<file path="src/rtl/stream_test_sink_if.sv">
// Stream handshake bundle between a message producer and the test sink.
//   val : producer has a message this cycle
//   rdy : consumer accepts a message this cycle if val is also high
//   msg : message payload
// master: the producer side (drives val/msg). slave: the consumer side (drives rdy).
interface stream_test_sink_if #(
  parameter int unsigned p_msg_nbits = 32
) ();
  logic                   val;
  logic                   rdy;
  logic [p_msg_nbits-1:0] msg;

  modport master (output val, output msg, input rdy);
  modport slave  (input val, input msg, output rdy);
endinterface

</file>
<file path="src/rtl/stream_test_sink.sv">
// Stream sink for unit test benches. Holds a table of expected messages, accepts the DUT's
// output stream over val/rdy (optionally with pseudo-random backpressure) and compares every
// accepted message against the table.
// Ports:
//   i_clk, i_rst   : clock, synchronous active-high reset
//   i_load_en      : append i_load_msg to the expected table (LOAD state only)
//   i_load_msg     : expected message
//   i_start        : end loading, begin receiving
//   recv           : slave side of the DUT output stream (val/rdy/msg)
//   o_done         : all expected messages received (sticky until reset)
//   o_err          : one-cycle pulse following each mismatching accept
//   o_num_recv     : messages accepted
//   o_num_errors   : mismatches, saturating
module stream_test_sink #(
  parameter int unsigned p_msg_nbits  = 32,
  parameter int unsigned p_max_msgs   = 64,
  parameter int unsigned p_rand_delay = 0,
  parameter int unsigned p_max_delay  = 3
) (
  input  logic                              i_clk,
  input  logic                              i_rst,
  input  logic                              i_load_en,
  input  logic [p_msg_nbits-1:0]            i_load_msg,
  input  logic                              i_start,
  stream_test_sink_if.slave                 recv,
  output logic                              o_done,
  output logic                              o_err,
  output logic [$clog2(p_max_msgs+1)-1:0]   o_num_recv,
  output logic [15:0]                       o_num_errors
);

  localparam int unsigned CW = $clog2(p_max_msgs + 1);
  localparam int unsigned AW = (p_max_msgs > 1) ? $clog2(p_max_msgs) : 1;
  localparam int unsigned DW = (p_max_delay > 0) ? $clog2(p_max_delay + 1) : 1;
  localparam logic [CW-1:0] MaxMsgs = CW'(p_max_msgs);
  localparam logic [15:0]   LfsrSeed = 16'hBEEF;
  localparam logic [15:0]   LfsrMask = 16'hB400;

  typedef enum logic [1:0] {StLoad, StRun, StDone} state_e;

  state_e                 r_state;
  state_e                 w_state_next;
  logic [CW-1:0]          r_num_exp;
  logic [CW-1:0]          r_recv_ptr;
  logic [CW-1:0]          r_num_recv;
  logic [DW-1:0]          r_delay_cnt;
  logic [15:0]            r_lfsr;
  logic [15:0]            r_num_errors;
  logic                   r_err;
  logic [p_msg_nbits-1:0] r_table [p_max_msgs];

  logic w_load;
  logic w_rdy;
  logic w_fire;
  logic w_mismatch;
  logic w_last;

  assign w_load = (r_state == StLoad) && i_load_en && (r_num_exp < MaxMsgs);
  // rdy comes only from registered state, never from recv.val.
  assign w_rdy  = (r_state == StRun) && (r_delay_cnt == '0) && (r_recv_ptr < r_num_exp);
  assign w_fire = recv.val && w_rdy;
  // Case inequality so X/Z bits on the DUT data are flagged (a plain compare in synthesis).
  assign w_mismatch = (recv.msg !== r_table[r_recv_ptr[AW-1:0]]);
  assign w_last     = ((r_recv_ptr + CW'(1)) == r_num_exp);

  always_comb begin
    w_state_next = r_state;
    case (r_state)
      StLoad: begin
        if (i_start) begin
          // Empty table goes straight to DONE so done rises the cycle after start.
          w_state_next = ((r_num_exp == '0) && !i_load_en) ? StDone : StRun;
        end
      end
      StRun: begin
        if ((r_num_exp == '0) || (w_fire && w_last)) w_state_next = StDone;
      end
      StDone:  w_state_next = StDone;
      default: w_state_next = StLoad;
    endcase
  end

  always_ff @(posedge i_clk) begin
    if (i_rst) begin
      r_state      <= StLoad;
      r_num_exp    <= '0;
      r_recv_ptr   <= '0;
      r_num_recv   <= '0;
      r_delay_cnt  <= '0;
      r_lfsr       <= LfsrSeed;
      r_num_errors <= '0;
      r_err        <= 1'b0;
    end else begin
      r_state <= w_state_next;
      r_err   <= w_fire && w_mismatch;
      if (w_load) r_num_exp <= r_num_exp + CW'(1);
      // Galois LFSR only runs in RUN so the rdy pattern depends only on time since start.
      if (r_state == StRun) begin
        r_lfsr <= (r_lfsr >> 1) ^ (r_lfsr[0] ? LfsrMask : 16'h0000);
      end
      if (w_fire) begin
        r_recv_ptr  <= r_recv_ptr + CW'(1);
        r_num_recv  <= r_num_recv + CW'(1);
        r_delay_cnt <= (p_rand_delay != 0) ? DW'({16'h0000, r_lfsr} % (p_max_delay + 1)) : '0;
        if (w_mismatch && (r_num_errors != 16'hFFFF)) r_num_errors <= r_num_errors + 16'd1;
      end else if (r_delay_cnt != '0) begin
        r_delay_cnt <= r_delay_cnt - DW'(1);
      end
    end
  end

  // Table contents survive reset; only the fill pointer is cleared.
  always_ff @(posedge i_clk) begin
    if (w_load && !i_rst) r_table[r_num_exp[AW-1:0]] <= i_load_msg;
  end

  assign recv.rdy     = w_rdy;
  assign o_done       = (r_state == StDone);
  assign o_err        = r_err;
  assign o_num_recv   = r_num_recv;
  assign o_num_errors = r_num_errors;

endmodule

</file>
<file path="src/flat_wrapper.sv">
// flat-port wrapper written by rule: the top's interface ports become plain ports
module stream_test_sink_flat 
#(
  parameter int unsigned p_msg_nbits  = 32,
  parameter int unsigned p_max_msgs   = 64,
  parameter int unsigned p_rand_delay = 0,
  parameter int unsigned p_max_delay  = 3
)
  (i_clk, i_rst, i_load_en, i_load_msg, i_start, o_done, o_err, o_num_recv, o_num_errors, recv_val, recv_msg, recv_rdy);
  stream_test_sink_if #(.p_msg_nbits(p_msg_nbits)) recv_i ();
  input  logic i_clk;
  input  logic i_rst;
  input  logic i_load_en;
  input  logic [p_msg_nbits-1:0] i_load_msg;
  input  logic i_start;
  output logic o_done;
  output logic o_err;
  output logic [$clog2(p_max_msgs+1)-1:0] o_num_recv;
  output logic [15:0] o_num_errors;
  input wire logic [$bits(recv_i.val)-1:0] recv_val;
  input wire logic [$bits(recv_i.msg)-1:0] recv_msg;
  output wire logic [$bits(recv_i.rdy)-1:0] recv_rdy;
  assign recv_i.val = recv_val;
  assign recv_i.msg = recv_msg;
  assign recv_rdy = recv_i.rdy;
  stream_test_sink #(.p_msg_nbits(p_msg_nbits), .p_max_msgs(p_max_msgs), .p_rand_delay(p_rand_delay), .p_max_delay(p_max_delay)) u_core (.i_clk(i_clk), .i_rst(i_rst), .i_load_en(i_load_en), .i_load_msg(i_load_msg), .i_start(i_start), .recv(recv_i), .o_done(o_done), .o_err(o_err), .o_num_recv(o_num_recv), .o_num_errors(o_num_errors));
endmodule
</file>
<file path="config.mk">
export PLATFORM = sky130hd
export DESIGN_NAME = stream_test_sink_flat
export DESIGN_NICKNAME = d
export VERILOG_FILES = /design/src/rtl/stream_test_sink_if.sv /design/src/rtl/stream_test_sink.sv /design/src/flat_wrapper.sv
export SDC_FILE = /design/constraint.sdc
export NUM_CORES = 2
export LEC_CHECK = 0
export BUFFER_PORTS_ARGS = -buffer_cell sky130_fd_sc_hd__buf_4
export CAP_MARGIN = 20
export CORE_MARGIN = 2
export CORE_UTILIZATION = 30
export CTS_CLUSTER_SIZE = 28
export DETAILED_ROUTE_END_ITERATION = 10
export MAX_ROUTING_LAYER = met4
export PLACE_DENSITY_LB_ADDON = 0.15
export SLEW_MARGIN = 30
export SYNTH_ARGS = -nofsm -noshare
export SYNTH_HDL_FRONTEND = slang
export SYNTH_SLANG_ARGS = --single-unit
</file>
<file path="constraint.sdc">
create_clock -name i_clk -period 3.7 [get_ports i_clk]
set_input_delay 0.185 -clock i_clk [delete_from_list [all_inputs] [get_ports i_clk]]
set_output_delay 0.185 -clock i_clk [all_outputs]
set_load 0.05 [all_outputs]
</file>
# [Word-level counts from Yosys, hierarchy flattened]
# Memory sizes are Yosys's and may differ from the RTL's. A register that Yosys moved wholly into a read port is not among the register bits.
# Index checks and enable logic that the tools add are counted.
[word_totals] ff_bits=42 latch_bits=0 ram_bits=2048 rom_bits=0 in_bits=69 out_inout_bits=26 elab_cells=50 mem_count=1
[classes] addsub=5 mul=0 n_div=0 magnitude_cmp=2 eq_ne=7 n_shift=0 muxes=8 n_bitwise=0 n_reduce_logical=20
[mem_list] memory="u_core.r_table" words=64 word_bits=32 rd=1 rd_clocked_by_memory_dff=1 wr=1 line="stream_test_sink.sv:50" source="logic [p_msg_nbits-1:0] r_table [p_max_msgs];"
[ops] op="32-bit !== test" n=1
[ops] op="7-bit by 1-bit adder with 7-bit output (second input constant)" n=3
[ops] op="16-bit by 1-bit adder with 16-bit output (second input constant)" n=1
[ops] op="16-bit inequality test (second input constant)" n=1
[ops] op="6-bit two-way mux" n=2
[ops] op="1-bit logical AND" n=10
[ops] op="7-bit equality test" n=1
[ops] op="7-bit logical NOT" n=1
[ops] op="7-bit less-than comparator" n=1
[ops] op="7-bit less-than comparator (second input constant)" n=1
[ops] op="2-bit two-way mux" n=3
[ops] op="2-bit one-hot mux with 3 select lines" n=1
[ops] op="2-bit logical NOT" n=2
[ops] op="2-bit AND reduction" n=2
[ops] op="2-bit by 1-bit equality test with 1-bit output (second input constant)" n=1
[ops] op="2-bit equality test (second input constant)" n=1
[ops] op="1-bit logical NOT" n=2
[ops] op="1-bit two-way mux" n=2
[ops] op="2-bit by 1-bit inequality test with 1-bit output (second input constant)" n=1
[ops] op="2-bit inequality test (second input constant)" n=1
[ops] op="2-bit nonzero test" n=1
[ops] op="2-bit OR reduction" n=1
[ops] op="2-bit by 1-bit subtractor with 2-bit output (second input constant)" n=1
[ops] op="1-bit logical OR" n=1

# [Longest topological paths before layout]
[logic_depth] depth_word=8 mapped_depth=17

# [Worst setup path before layout]
# No wires, ideal clock.
[synth_timing] path_type="reg2reg" start="register u_core.r_state[0]" end="memory u_core.r_table[31][0], enable pin" setup_time_ns=0.461 t_arrival_ns=3.548 path_slack_ns=-0.309 stages_incl_launch_ff=7 path_buffers=0 period_less_slack_ns=4.009 path_cell_list="dfxtp_1 inv_1 ha_1 nand3_1 nor2_1 nand3_1 nor3_1"
[synth_via] elab_chain_cells=6
[synth_rtl] item="start, declared" line="stream_test_sink.sv:41" source="state_e r_state;"
[synth_rtl] item="start signal, assigned" line="stream_test_sink.sv:85" source="r_state <= StLoad;"
[synth_rtl] item="start signal, assigned" line="stream_test_sink.sv:94" source="r_state <= w_state_next;"
[synth_rtl] item="2-bit logical NOT" line="stream_test_sink.sv:58" source="assign w_load = (r_state == StLoad) && i_load_en && (r_num_exp < MaxMsgs);"
[synth_rtl] item="1-bit logical AND (2 in a row)" line="stream_test_sink.sv:58"
[synth_rtl] item="1-bit logical AND" line="stream_test_sink.sv:114" source="if (w_load && !i_rst) r_table[r_num_exp[AW-1:0]] <= i_load_msg;"
[synth_rtl] item="1-bit two-way mux" line="stream_test_sink.sv:114"
[synth_rtl] item="1-bit two-way mux (implied by the code)" line="stream_test_sink.sv:114"
[synth_rtl] item="end, declared" line="stream_test_sink.sv:50"
# No other way between the ends.

==> run_results.csv <==
group,metric,value,unit
sta,worstMarginPinSlew,851,ps
floorplanning,rows,191,
finish,final_cell_count_no_fill,8567,
critical_path,path_buf_inv,7,
critical_path,reg2reg_slack,-510,ps
outcome,violations,"setup timing",
placed_design,port-buffer-count,94,
finish,final_nets,4891,
finish,layout_commonest_cell,"edfxtp_1",
critical_path,cpPeakStageDelay,420,ps
critical_path,slowest_stage,"dfxtp_4",
logic_synthesis,ys.flop_type,"edfxtp_1",
sta,setup_viol,17,
sta,post-route-worst-setup-slack,-508,ps
critical_path,cp_data_arrival_time,4960,ps
clocking,clk_pin_slew,70,ps
finish,utilization,37.4,%
clocking,clk_path_buf_depth,3,
logic_synthesis,synth_area_per_cell,20.2,um^2
placed_design,place_congestion,0.812,
grt,antenna_found_initial,11,
power_and_ir_drop,irDropWorstVdd,0.433,mV
route,post_drt_via_cell_ratio,5.27,
logic_synthesis,syn-num-nets,4140,
logic_synthesis,yosysUniqueCellTypes,72,
clocking,cts_buffers,225,
clocking,cts.htree.levels,4,
power_and_ir_drop,power_leakage,31.6,nW
finish,layout-drive-gt1-share,32.1,%
route,totalWireLength,298000,um
critical_path,startpoint_type,"flop",
placed_design,hpwl,176000,um
logic_synthesis,synth_area,0.0819,mm^2
grt,grt_remaining_overflow,0,
floorplanning,start_util,30.2,%
logic_synthesis,synth_top_area_share,75.1,%
route,drc_errors,0,
finish,areaGrowthSynthToFinish,23.9,%
route,drt-pass1-iter-count,5,
critical_path,cpMostUsedCell,"buf_12",
clocking,clock-sinks,2096,
floorplanning,fp.dieH,527,um
grt,grt_max_degree,65,
critical_path,crit_type,"flop to flop",
outcome,status,"finished with violations",
clocking,clockRootBuffer,"clkbuf_16",
floorplanning,top_level_ports,95,
critical_path,crit_chain,"buf_12 -> buf_4 -> buf_12 -> mux2i_2 -> a22oi_2 -> a31oi_1 -> nand4_1 -> nand3_1 -> xor2_1 -> buf_4 -> o211a_1 -> buf_12 -> nand4_1 -> buf_6 -> nor2_4 -> buf_12 -> nor4_2 -> mux2_4",
floorplanning,core,0.271,mm^2
grt,grt_usage,21.8,%
critical_path,worst_ep_required_time,4450,ps
logic_synthesis,ys_async_sr_fraction,0,%
logic_synthesis,synth_edf_count,2048,
critical_path,worstPathMaxFanout,14,
route,routedWlPerCell,34.7,um
sta,rsz0062_at_grt,"yes",
power_and_ir_drop,power_density,508,mW/mm^2
logic_synthesis,synth_area_leader_cell,"edfxtp_1",
logic_synthesis,yosys_register_bits,2096,
grt,grt_pass1_wl,402000,um
critical_path,critPathTopFamily,"buffers and inverters",
flow_run,maxCapViolCount,0,
sta,relSlewSlack,43.1,%
placed_design,dp_cells,8044,
sta,setup_tns,-7650,ps
sta,skew,36.5,ps
grt,grt_pass1_vias,45300,
sta,period_minus_slack,4210,ps
sta,hold_viol,0,
floorplanning,die_area,0.277,mm^2
floorplanning,die_w,527,um
route,drt-initial-drc-count,4805,
route,vias,45200,
route,ant_nets,0,
clocking,cts_tree,"done",
critical_path,cp-end-kind,"flop",
sta,finalCritPeriodShare,114,%
logic_synthesis,netlist_instances,4054,
logic_synthesis,yosysSeqAreaShare,76.2,%
worst_hold_path,hp-class,"input pin to flop",
critical_path,crit_cells,18,
clocking,clk_latency,890,ps
sta,fmax,238,MHz
critical_path,crit-reg2reg-capture,"u_core.o_num_errors[10]",
sta,slew_viol_final,0,
logic_synthesis,synthTopCellsByArea,"edfxtp_1 (75%), mux4_2 (9.9%), mux2i_1 (4.4%), a22oi_1 (1.6%), dfxtp_1 (1.2%)",
finish,final_cell_mix,"edfxtp_1 (2048), buf_4 (525), mux4_2 (361), mux2i_1 (349), clkbuf_16 (226)",
critical_path,crit_path_end,"u_core.o_num_errors[10]",
critical_path,ff2ff_path_depth,18,
logic_synthesis,synth_warnings,0,
==> state kept, by name, indices dropped and copies added (netlist names), named ones only <==
register / count
u_core.r_delay_cnt: 2
u_core.o_num_recv: 7
u_core.r_recv_ptr: 7
u_core.r_state: 2
u_core.o_num_errors: 16
u_core.r_num_exp: 7
u_core.o_err: 1
u_core.r_table: 2048
==> layer usage <==
layer	track usage, %	routed length, um
met5	-	0
met4	4.63	6480
met3	2.69	14700
met2	34.8	144000
met1	30.0	133000
==> cells by family (layout without fill, tap and decap cells) <==
logic type               count (synthesis)  in the layout  synth area share (%)
other                                    0              3                     0
XOR/XNOR                                62             62                 0.663
AO/OA/AOI/OAI                          388            388                  3.42
adder cells (fa/ha/maj)                 17             17                 0.260
buffers and inverters                  240           1180                  1.61
multiplexers                           748            748                  14.7
AND/OR/NAND/NOR                        503            503                  3.10
flip-flops                            2096           2096                  76.2
==> what timing repair did <==
item,CTS,global route
setup buffers,50,15
gates cloned,4,0
setup endpoints to repair,17,17
gates resized for setup,143,45
pin swaps,24,17
hold endpoints to repair,2079,0
hold buffers,36,0
==> power breakdown <==
group | switching, mW | internal [mW] | total (mW)
sequential | 0.0421 | 26.2 | 26.2
combinational | 1.63 | 1.08 | 2.70
clock | 9.65 | 13.0 | 22.6
==> tightest hold or removal path, cell delays in order <==
cell	delay [ps]
buf_4	110
xnor2_2	150
nor4_4	100
nand4_4	70
buf_8	130
nor2_4	40
buf_12	140
nor3_1	130
==> how the worst min path moves through the flow <==
| stage | startpoint | end | slack, ps | depth (start not counted) |
|---|---|---|---|---|
| 2_1_floorplan | i_load_msg[0] | u_core.r_table[0][0] | 280 | 0 |
| 3_3_place_gp | u_core.o_num_recv[6] | u_core.o_num_recv[6] | 480 | 2 |
| 3_5_place_dp | u_core.o_num_recv[6] | u_core.o_num_recv[6] | 500 | 2 |
| 4_1_cts | recv_msg[3] | u_core.o_err | 210 | 7 |
| 5_1_grt | i_rst | u_core.o_num_recv[3] | 280 | 3 |
| 6_report | recv_msg[3] | u_core.o_err | 260 | 8 |
==> area by class of cell <==
type	count	area, um^2
Fill cell	24700	170000
Clock inverter	147	1520
Clock buffer	269	5820
Sequential cell	2096	62500
Inverter	23	91.3
Multi-Input combinational cell	1718	19400
Timing Repair Buffer	741	7710
Antenna cell	3	7.51
Tap cell	3570	4470
==> through the flow <==
stage	power, mW	hold WS (ps)	setup WS [ps]	instance area (um^2)
global placement	29.1	476	-1610	92000
detailed placement	29.2	497	-1230	92000
global route	53.1	276	-580	101000
CTS	52.1	213	-448	101000
floorplan	27.9	284	-309	82000
finish	51.6	260	-508	101000
==> cells in the mapped netlist (4+ instances only) <==
| master | number |
|---|---|
| edfxtp_1 | 2048 |
| mux4_2 | 361 |
| mux2i_1 | 359 |
| a22oi_1 | 173 |
| nor2_1 | 121 |
| nand2_1 | 106 |
| buf_2 | 95 |
| nand3_1 | 91 |
| clkbuf_1 | 49 |
| a21oi_1 | 48 |
| dfxtp_1 | 48 |
| nor2b_1 | 39 |
| o21ai_0 | 34 |
| xnor2_1 | 34 |
| buf_4 | 33 |
| nor3_1 | 31 |
| nand4_1 | 30 |
| xor2_1 | 28 |
| buf_6 | 23 |
| a221oi_1 | 22 |
| mux2_2 | 21 |
| inv_1 | 20 |
| o22ai_1 | 18 |
| ha_1 | 17 |
| buf_1 | 16 |
| a22o_1 | 14 |
| a31oi_1 | 14 |
| and3_1 | 13 |
| and2_1 | 12 |
| nand2b_1 | 12 |
| nor4_2 | 10 |
| o211ai_1 | 10 |
| nor4_1 | 8 |
| a311oi_1 | 7 |
| mux2_4 | 7 |
| a211oi_1 | 6 |
| o2111ai_1 | 6 |
| o21a_1 | 5 |
| or2_2 | 5 |
| a32oi_1 | 4 |
| nor3b_1 | 4 |
| nor4b_1 | 4 |
(Power assumes the default switching activity.)
